[config.mk]
export PLATFORM = sky130hd
export DESIGN_NAME = uart_tx_fifo
export DESIGN_NICKNAME = d
export VERILOG_FILES = /design/src/rtl/uart_pkg.sv /design/src/rtl/uart_fifo.sv /design/src/rtl/uart_tx_fifo.sv
export SDC_FILE = /design/constraint.sdc
export NUM_CORES = 1
export LEC_CHECK = 0
export ABC_CLOCK_PERIOD_IN_PS = 3910
export CORE_UTILIZATION = 59
export CTS_CLUSTER_SIZE = 40
export DETAILED_ROUTE_END_ITERATION = 6
export PLACE_DENSITY = 0.83
export SETUP_SLACK_MARGIN = 0.02
export SYNTH_ARGS = -nofsm -noshare
export SYNTH_HDL_FRONTEND = slang
export SYNTH_SLANG_ARGS = --single-unit
export TNS_END_PERCENT = 1
[constraint.sdc]
create_clock -name clock -period 3.91 [get_ports clock]
set_input_delay 0.5865 -clock clock [delete_from_list [all_inputs] [get_ports clock]]
set_output_delay 0.5865 -clock clock [all_outputs]
set_load 0.02 [all_outputs]
[src/rtl/uart_pkg.sv]
// Shared definitions for the buffered UART transmitter: FSM states, frame
// configuration encodings and the frame parity helper.
package uart_pkg;

    typedef enum logic [2:0] {
        ST_IDLE   = 3'd0,
        ST_START  = 3'd1,
        ST_DATA   = 3'd2,
        ST_PARITY = 3'd3,
        ST_STOP   = 3'd4
    } tx_state_e;

    localparam logic [1:0] PAR_NONE     = 2'b00;
    localparam logic [1:0] PAR_ODD      = 2'b01;
    localparam logic [1:0] PAR_EVEN     = 2'b10;
    localparam logic [1:0] PAR_NONE_ALT = 2'b11;

    localparam logic [1:0] LEN_5 = 2'b00;
    localparam logic [1:0] LEN_6 = 2'b01;
    localparam logic [1:0] LEN_7 = 2'b10;
    localparam logic [1:0] LEN_8 = 2'b11;

    function automatic logic [2:0] last_bit_idx(input logic [1:0] len);
        case (len)
            LEN_5:   last_bit_idx = 3'd4;
            LEN_6:   last_bit_idx = 3'd5;
            LEN_7:   last_bit_idx = 3'd6;
            LEN_8:   last_bit_idx = 3'd7;
            default: last_bit_idx = 3'd7;
        endcase
    endfunction

    function automatic logic parity_enabled(input logic [1:0] ptype);
        parity_enabled = (ptype == PAR_ODD) || (ptype == PAR_EVEN);
    endfunction

    // Only the bits that are actually transmitted take part in the parity.
    function automatic logic parity_bit(input logic [7:0] data, input logic [1:0] len,
                                        input logic [1:0] ptype);
        logic [7:0] mask;
        logic       x;
        mask = 8'hFF >> (2'd3 - len);
        x    = ^(data & mask);
        case (ptype)
            PAR_ODD:  parity_bit = ~x;
            PAR_EVEN: parity_bit = x;
            default:  parity_bit = 1'b0;
        endcase
    endfunction

endpackage

[src/rtl/uart_fifo.sv]
// Synchronous FIFO with registered level/full/empty flags and an overflow pulse
// for writes that are dropped because the buffer is full.
module uart_fifo #(
    parameter int WIDTH = 8,
    parameter int DEPTH = 8
) (
    input  logic                     clock,
    input  logic                     rst,
    input  logic                     wr_en,
    input  logic [WIDTH-1:0]         wr_data,
    input  logic                     rd_en,
    output logic [WIDTH-1:0]         rd_data,
    output logic                     full,
    output logic                     empty,
    output logic [$clog2(DEPTH):0]   level,
    output logic                     overflow
);
    localparam int AW = $clog2(DEPTH);
    localparam int LW = AW + 1;

    logic [WIDTH-1:0] mem_r [DEPTH];
    logic [AW-1:0]    wr_ptr_r;
    logic [AW-1:0]    rd_ptr_r;
    logic [LW-1:0]    level_r;
    logic [LW-1:0]    level_nxt_s;
    logic             full_r;
    logic             empty_r;
    logic             overflow_r;
    logic             pop_s;
    logic             push_s;

    // A pop frees a slot in the same cycle, so a write to a full FIFO is kept then.
    assign pop_s  = rd_en && !empty_r;
    assign push_s = wr_en && (!full_r || pop_s);

    assign rd_data  = mem_r[rd_ptr_r];
    assign full     = full_r;
    assign empty    = empty_r;
    assign level    = level_r;
    assign overflow = overflow_r;

    // Next occupancy from the accepted push/pop pair.
    always_comb begin
        level_nxt_s = level_r;
        if (push_s && !pop_s) begin
            level_nxt_s = level_r + LW'(1);
        end else if (pop_s && !push_s) begin
            level_nxt_s = level_r - LW'(1);
        end else begin
            level_nxt_s = level_r;
        end
    end

    // Pointers, occupancy flags and the overflow pulse.
    always_ff @(posedge clock or negedge rst) begin
        if (!rst) begin
            wr_ptr_r   <= '0;
            rd_ptr_r   <= '0;
            level_r    <= '0;
            full_r     <= 1'b0;
            empty_r    <= 1'b1;
            overflow_r <= 1'b0;
        end else begin
            if (push_s) begin
                wr_ptr_r <= wr_ptr_r + AW'(1);
            end
            if (pop_s) begin
                rd_ptr_r <= rd_ptr_r + AW'(1);
            end
            level_r    <= level_nxt_s;
            full_r     <= (level_nxt_s == LW'(DEPTH));
            empty_r    <= (level_nxt_s == LW'(0));
            overflow_r <= wr_en && full_r && !pop_s;
        end
    end

    // Storage array; stale contents are unreachable once the pointers reset.
    always_ff @(posedge clock) begin
        if (push_s) begin
            mem_r[wr_ptr_r] <= wr_data;
        end
    end

endmodule

[src/rtl/uart_tx_fifo.sv]
// Buffered UART transmitter: a FIFO of payloads feeding a serialiser whose frame
// format and bit rate are latched from the configuration inputs at each pop.
module uart_tx_fifo
    import uart_pkg::*;
#(
    parameter int DATA_MAX   = 8,
    parameter int FIFO_DEPTH = 8,
    parameter int DIV_W      = 16
) (
    input  logic                          clock,
    input  logic                          rst,
    input  logic                          wr_en,
    input  logic [DATA_MAX-1:0]           wr_data,
    input  logic [1:0]                    data_length,
    input  logic [1:0]                    parity_type,
    input  logic                          stop_bits,
    input  logic [DIV_W-1:0]              baud_div,
    output logic                          data_out,
    output logic                          tx_active,
    output logic                          tx_done,
    output logic                          fifo_full,
    output logic                          fifo_empty,
    output logic [$clog2(FIFO_DEPTH):0]   fifo_level,
    output logic                          overflow
);
    logic [DATA_MAX-1:0] rd_data_s;
    logic [7:0]          frame_byte_s;
    logic                empty_s;
    logic                rd_en_s;
    logic                bit_end_s;
    logic                frame_end_s;

    tx_state_e           state_r;
    logic [DIV_W-1:0]    baud_cnt_r;
    logic [DIV_W-1:0]    div_r;
    logic [2:0]          bit_cnt_r;
    logic [2:0]          last_idx_r;
    logic [7:0]          shift_r;
    logic                par_en_r;
    logic                par_r;
    logic                stop2_r;
    logic                data_out_r;
    logic                tx_active_r;
    logic                tx_done_r;

    uart_fifo #(
        .WIDTH (DATA_MAX),
        .DEPTH (FIFO_DEPTH)
    ) u_fifo (
        .clock    (clock),
        .rst      (rst),
        .wr_en    (wr_en),
        .wr_data  (wr_data),
        .rd_en    (rd_en_s),
        .rd_data  (rd_data_s),
        .full     (fifo_full),
        .empty    (empty_s),
        .level    (fifo_level),
        .overflow (overflow)
    );

    assign frame_byte_s = 8'(rd_data_s);
    assign bit_end_s    = (baud_cnt_r == div_r);
    assign frame_end_s  = (state_r == ST_STOP) && bit_end_s && (!stop2_r || (bit_cnt_r == 3'd1));
    // Pop from IDLE, or at the very end of a frame so the next one follows with no gap.
    assign rd_en_s      = !empty_s && ((state_r == ST_IDLE) || frame_end_s);

    assign fifo_empty = empty_s;
    assign data_out   = data_out_r;
    assign tx_active  = tx_active_r;
    assign tx_done    = tx_done_r;

    // Transmit FSM with baud and bit counters and registered line outputs.
    always_ff @(posedge clock or negedge rst) begin
        if (!rst) begin
            state_r     <= ST_IDLE;
            baud_cnt_r  <= '0;
            div_r       <= '0;
            bit_cnt_r   <= 3'd0;
            last_idx_r  <= 3'd0;
            shift_r     <= 8'd0;
            par_en_r    <= 1'b0;
            par_r       <= 1'b0;
            stop2_r     <= 1'b0;
            data_out_r  <= 1'b1;
            tx_active_r <= 1'b0;
            tx_done_r   <= 1'b0;
        end else begin
            tx_done_r <= frame_end_s;
            if (rd_en_s) begin
                state_r     <= ST_START;
                shift_r     <= frame_byte_s;
                last_idx_r  <= last_bit_idx(data_length);
                par_en_r    <= parity_enabled(parity_type);
                par_r       <= parity_bit(frame_byte_s, data_length, parity_type);
                stop2_r     <= stop_bits;
                div_r       <= baud_div;
                baud_cnt_r  <= '0;
                bit_cnt_r   <= 3'd0;
                data_out_r  <= 1'b0;
                tx_active_r <= 1'b1;
            end else if (state_r != ST_IDLE && !bit_end_s) begin
                baud_cnt_r <= baud_cnt_r + DIV_W'(1);
            end else begin
                baud_cnt_r <= '0;
                case (state_r)
                    ST_IDLE: begin
                        data_out_r  <= 1'b1;
                        tx_active_r <= 1'b0;
                    end
                    ST_START: begin
                        state_r    <= ST_DATA;
                        data_out_r <= shift_r[0];
                    end
                    ST_DATA: begin
                        if (bit_cnt_r == last_idx_r) begin
                            bit_cnt_r  <= 3'd0;
                            state_r    <= par_en_r ? ST_PARITY : ST_STOP;
                            data_out_r <= par_en_r ? par_r : 1'b1;
                        end else begin
                            bit_cnt_r  <= bit_cnt_r + 3'd1;
                            shift_r    <= shift_r >> 1;
                            data_out_r <= shift_r[1];
                        end
                    end
                    ST_PARITY: begin
                        state_r    <= ST_STOP;
                        data_out_r <= 1'b1;
                    end
                    ST_STOP: begin
                        if (frame_end_s) begin
                            state_r     <= ST_IDLE;
                            bit_cnt_r   <= 3'd0;
                            tx_active_r <= 1'b0;
                        end else begin
                            bit_cnt_r <= 3'd1;
                        end
                        data_out_r <= 1'b1;
                    end
                    default: begin
                        state_r     <= ST_IDLE;
                        data_out_r  <= 1'b1;
                        tx_active_r <= 1'b0;
                    end
                endcase
            end
        end
    end

endmodule

# Yosys cells after proc, flatten, opt, wreduce, memory -nomap -nowiden

Memories as Yosys holds them, arrays and structs flattened.
Index checks and enable logic that the tools add are counted.

Bits of input ports: 32
RAM bits: 64
Output and inout bits: 10
Register bits: 68
Logic and storage cells: 112
Memories: 1

Memories:

| name         | depth | bits a word | rd ports | clocked after Yosys merged registers in | wr ports | line            | source |
|---|---|---|---|---|---|---|---|
| u_fifo.mem_r | 8     | 8           | 1        | 0                                       | 1        | uart_fifo.sv:21 | `logic [WIDTH-1:0] mem_r [DEPTH];` |

Shifts and indexed selects: 1
$add $sub $neg: 7
Multiplexer cells: 32
Reductions and logical operators: 32
Bitwise operators: 2
Equal/unequal tests: 19

Operators by type and width:

| cell                    | count |
|---|---|
| $mux W16                | 2 |
| $mux W8                 | 4 |
| $mux W3                 | 8 |
| $add A16 B1 Y16 const B | 1 |
| $eq A16 B16 Y1          | 1 |
| $pmux W3 S5             | 1 |
| $pmux W3 S4             | 1 |
| $logic_and A1 B1 Y1     | 10 |
| $mux W1                 | 10 |
| $add A3 B1 Y3 const B   | 3 |
| $and A8 B8 Y8           | 1 |
| $mux W4                 | 2 |
| $ne A2 B1 Y1 const B    | 4 |
| $reduce_xor A8 Y1       | 1 |
| $shr A8 B2 Y8 const A   | 1 |
| $eq A2 B2 Y1 const B    | 3 |
| $eq A3 B1 Y1 const B    | 2 |
| $eq A3 B2 Y1 const B    | 2 |
| $logic_not A1 Y1        | 6 |
| $ne A3 B2 Y1 const B    | 2 |
| $pmux W1 S2             | 3 |
| $pmux W3 S2             | 1 |
| $reduce_and A3 Y1       | 2 |
| $reduce_bool A3 Y1      | 2 |
| 16 further kinds        | 20 |

# Longest topological paths before layout

Word-level depth: 13
Depth in mapped cells: 11
Depth with buffers taken out: 9

# Cells and area by module

Synthesis repeated with hierarchy kept, for this count alone.

Cells, all modules: 408
Area, all modules: 6,029.5 µm²

Modules (own cells, without submodules):

| module       | area each (µm²) | times used | seq. area each (µm²) | cells each |
|---|---|---|---|---|
| uart_fifo    | 3,144.3         | 1          | 2,248.4              | 155 |
| uart_tx_fifo | 2,885.3         | 1          | 1,377.6              | 253 |

# Worst setup path after synthesis

No wires, ideal clock.

Path kind: reg2reg
From: register baud_cnt_r[2]
To: memory u_fifo.mem_r[5][0], enable pin
Data required time: 3.527 ns
Buffers on the path: 1
Setup time: 0.383 ns
Arrival time: 2.390 ns
Stages on the path, launching flop included: 10
Setup slack: 1.137 ns
Period minus slack after synthesis: 2.773 ns
Cells stage by stage: dfrtp_1 -> xnor2_1 -> nand4_1 -> nor4_4 -> a21boi_2 -> or2_0 -> clkbuf_1 -> nand2_1 -> nand2_1 -> nor3_1

Longest elaborated chain between the ends: 10

RTL lines:

| element                          | line                | source |
|---|---|---|
| start: declaration               | uart_tx_fifo.sv:34  | `logic [DIV_W-1:0] baud_cnt_r;` |
| start signal: assignment         | uart_tx_fifo.sv:103 | `baud_cnt_r <= baud_cnt_r + DIV_W'(1);` |
| $eq A16 B16 Y1                   | uart_tx_fifo.sv:63  | `assign bit_end_s = (baud_cnt_r == div_r);` |
| $logic_and A1 B1 Y1 (2 in a row) | uart_tx_fifo.sv:64  | `assign frame_end_s = (state_r == ST_STOP) && bit_end_s && (!stop2_r \|\| (bit_cnt_r == 3'd1));` |
| $logic_or A1 B1 Y1               | uart_tx_fifo.sv:66  | `assign rd_en_s = !empty_s && ((state_r == ST_IDLE) \|\| frame_end_s);` |
| $logic_and A1 B1 Y1              | uart_tx_fifo.sv:66  |  |
| $logic_and A1 B1 Y1              | uart_fifo.sv:33     | `assign pop_s = rd_en && !empty_r;` |
| $logic_or A1 B1 Y1               | uart_fifo.sv:34     | `assign push_s = wr_en && (!full_r \|\| pop_s);` |
| $logic_and A1 B1 Y1              | uart_fifo.sv:34     |  |
| $mux W1                          | uart_fifo.sv:79     | `if (push_s) begin` |
| $mux W1 (not written as such)    | uart_fifo.sv:80     | `mem_r[wr_ptr_r] <= wr_data;` |
| end: declaration                 | uart_fifo.sv:21     |  |

No other way between the ends.

# Worst setup path after layout

From: register u_fifo.rd_ptr_r[1]
To: register par_r

Longest elaborated chain between the ends: 5

RTL lines:

| element                  | line               | source |
|---|---|---|
| start: declaration       | uart_fifo.sv:23    | `logic [AW-1:0] rd_ptr_r;` |
| start signal: assignment | uart_fifo.sv:68    | `rd_ptr_r <= rd_ptr_r + AW'(1);` |
| $mem_v2 Z8 W8 (*)        | --                 |  |
| $and A8 B8 Y8 (*)        | uart_pkg.sv:43     | `x = ^(data & mask);` |
| $reduce_xor A8 Y1 (*)    | uart_pkg.sv:43     |  |
| $not A1 Y1               | uart_pkg.sv:45     | `PAR_ODD: parity_bit = ~x;` |
| $pmux W1 S2 (*)          | uart_pkg.sv:44     | `case (ptype)` |
| end signal: assignment   | uart_tx_fifo.sv:95 | `par_r <= parity_bit(frame_byte_s, data_length, parity_type);` |
| end: declaration         | uart_tx_fifo.sv:40 | `logic par_r;` |

Mark *: on every way between the ends. The rest lies on a longest branch, timed or not.
A chain may end at the register's enable or synchronous reset.

==> results.ini <==
[die]
dieArea_um2=10600
start_util_pct=61.1
core_um2=9820
io_pins=42
num_rows=36
die_h_um=103
die_w_um=103

[yosys]
ys.flop_type=dfrtp_1
netlist-cell-type-count=49
synth_top_area_share_pct=32.0
avgSynthCellArea_um2=13.4
yosysSeqAreaShare_pct=60.4
synth_largest_area_cell=edfxtp_1
synth_area_um2=6000
synth_seq_cells=132
synth_fp_nets=490
synth_most_common_cell=dfrtp_1
synth_common_cells=66 x dfrtp_1, 64 x edfxtp_1, 30 x nor2_1, 30 x xnor2_1, 27 x nand2_1
async_reset_ff_share_pct=51.5
synth_warnings=0
synth_enable_flop_cells=64
synth_cells=449
synth_area_leaders=edfxtp_1 32%, dfrtp_1 28%, mux2_2 4.7%

[detailed_routing]
wl_per_cell_um=18.5
drtIter0Drc=160
routed_wl_um=12000
ant_nets=0
first_pass_iters=5
num_vias=3731
detail_route.vias_per_cell=5.74
drc=0

[place]
port-buffer-count=41
globalplace.congestion=0.800
hpwl_um=7970

[sta]
finalSetupViolCount=0
max_slew_margin_pct=34.6
final.period_utilization_pct=78.2
setup_tns_ps=0
slew_viol_final=0
rsz0062_at_grt=no
tightestPinTransition_ps=981
max_clock_freq_mhz=327
hold_viol_final=0
clock_skew_ps=9.16
period_minus_slack_ps=3060
whs_ps=119

[setup_path]
crit_path_max_fanout=19
end_kind=register
crit_chain=buf_4 > mux2i_1 > mux4_2 > xor2_1 > xnor2_1 > xnor2_1 > xnor2_1 > mux2i_1 > a21oi_1
path_class=register to register
cp.arrival_ps=3460
critical-path-slowest-cell=dfrtp_1
critPathRequiredTime_ps=4310
cpPeakStageDelay_ps=980
start_kind=register
cp_common_cell=xnor2_1

[power]
ir_drop_v=0.000450
p_leak_nw=2.82
p_seq_share_pct=41.3
power_frac_comb_pct=31.5
pwr-share-clk_pct=27.3
internal_power_mw=3.61
power.switching_mw=1.83
swShare_pct=33.6
cellPowerDensity_nw_per_um2=762

[global_route]
overflow=0
antenna_found_initial=0
grt_max_degree=37
grt_pass1_vias=3886
grt_pass1_wl_um=19300
grt.total_usage_pct=25.6

[clocking]
clock_latency_ps=530
cts_resized=0
clock-sinks=132
path_clk_slew_ps=60
cts_buffers=17
cts_setup_buffers=0
ctsHoldBuffers=0
cts_tree=done
cts_buffer_depth=2
htree_levels=4
cts-root-buf=clkbuf_8

[final_layout]
area_growth_pct=18.8
n_antenna_cell=0
drive_gt1_share_pct=17.2
finalNetCount=545
n_fill_cell=658

[min_path]
hold_path.class=primary input to asynchronous set/reset pin

[run_status]
status=finished, final reports clean

[job]
drv_cap=0

==> metrics by stage <==
| step | total power, mW | utilization [%] | area, um2 | setup slack, ps | std cells |
|---|---|---|---|---|---|
| floorplan | 3.48 | - | 6000 | 1140 | 449 |
| global placement | 3.84 | 66.9 | 6570 | 1040 | 618 |
| detailed placement | 3.96 | 66.9 | 6570 | 846 | 618 |
| CTS | 5.47 | 72.6 | 7130 | 843 | 650 |
| global route | 5.74 | 72.6 | 7130 | 638 | 650 |
| finish | 5.43 | 72.6 | 7130 | 852 | 650 |
==> layout by cell type, fill, tap and decap left out, types with 2 or more instances in the layout <==
cell type	Yosys	routed
a211oi_1	2	2
a21oi_1	12	12
and3_1	5	5
buf_4	0	14
clkbuf_16	0	16
clkdlybuf4s50_1	0	40
clkinv_4	0	4
clkinvlp_4	0	2
dfrtp_1	66	66
dfstp_2	2	2
edfxtp_1	64	64
ha_1	9	9
inv_1	12	12
inv_6	0	5
mux2_2	25	25
mux2i_1	26	26
mux4_2	11	11
nand2_1	27	27
nand2b_1	8	8
nand3_1	15	15
nand3b_1	2	2
nand4_1	5	5
nor2_1	30	29
nor2b_1	5	5
nor3_1	8	8
nor3b_1	2	2
o21ai_0	24	24
o311ai_0	2	2
o31ai_1	2	2
or3_1	6	6
xnor2_1	30	30
xor2_1	12	12
==> worst max-delay path: cells and delay by family, from the launching register on <==
kind,cells,cell delay [ps]
buf+inv,1,330
compound gates,1,80
flops,1,980
xor+xnor,4,710
mux,3,810
==> state kept, by name (all words and copies together) (netlist names), 3 cells and up <==
register and cells:
bit_cnt_r 3, baud_cnt_r 16, div_r 16, state_r 3, last_idx_r 3, shift_r 8, u_fifo.wr_ptr_r 3, u_fifo.mem_r 64
u_fifo.rd_ptr_r 3, u_fifo.level 4
==> layout make-up <==
type	count	area (um2)	share of cell area [%]
clock buffers	17	414	5.81
clock inverters	15	149	2.09
inverters	12	45.0	0.632
multi-input cells	286	2220	31.1
flip-flops and latches	132	3630	50.9
well taps	133	166	2.33
repair buffers	55	510	7.16
==> layer usage <==
metal  vias to the layer above  share of wire, %  global-route usage [%]
li1                       1745                 -                       -
met1                      1846                40                    31.4
met2                       122                52                    43.6
met3                        18               5.7                    7.32
met4                         0               1.5                    8.78
met5                         -                 0                       0
==> worst paths after layout <==
kind / start / endpoint / slack (ps) / cells after the start
max: u_fifo.rd_ptr_r[1]$_DFFE_PN0P_ / par_r$_DFFE_PN0N_ / 850 / 9
min: rst / div_r[12]$_DFFE_PN0N_ / 120 / 1
min in group clock: last_idx_r[2]$_DFFE_PN0N_ / last_idx_r[2]$_DFFE_PN0N_ / 490 / 1
max in group asynchronous: rst / u_fifo.overflow$_DFF_PN0_ / 2840 / 2
min reg2reg: last_idx_r[2]$_DFFE_PN0N_ / last_idx_r[2]$_DFFE_PN0N_ / 490 / 1
max reg2reg: u_fifo.rd_ptr_r[1]$_DFFE_PN0P_ / par_r$_DFFE_PN0N_ / 850 / 9
==> kinds of logic after synthesis <==
family / Yosys count / share of synthesized area [%]
AO/OA/AOI/OAI: 54 / 5.65
XOR/XNOR: 42 / 6.13
adder cells (fa/ha/maj): 9 / 1.88
buffers and inverters: 31 / 2.67
flip-flops: 132 / 60.4
multiplexers: 62 / 13.2
AND/OR/NAND/NOR: 119 / 10.1
==> power by group through the flow <==
stage / sequential, mW / clock, mW / combinational [mW]
CTS: 2.24 / 1.50 / 1.72
global placement: 2.24 / 0 / 1.60
global route: 2.30 / 1.57 / 1.88
detailed placement: 2.26 / 0 / 1.69
floorplan: 2.12 / 0 / 1.35
finish: 2.24 / 1.48 / 1.71
Note: power is estimated with default switching activity, not from simulation.
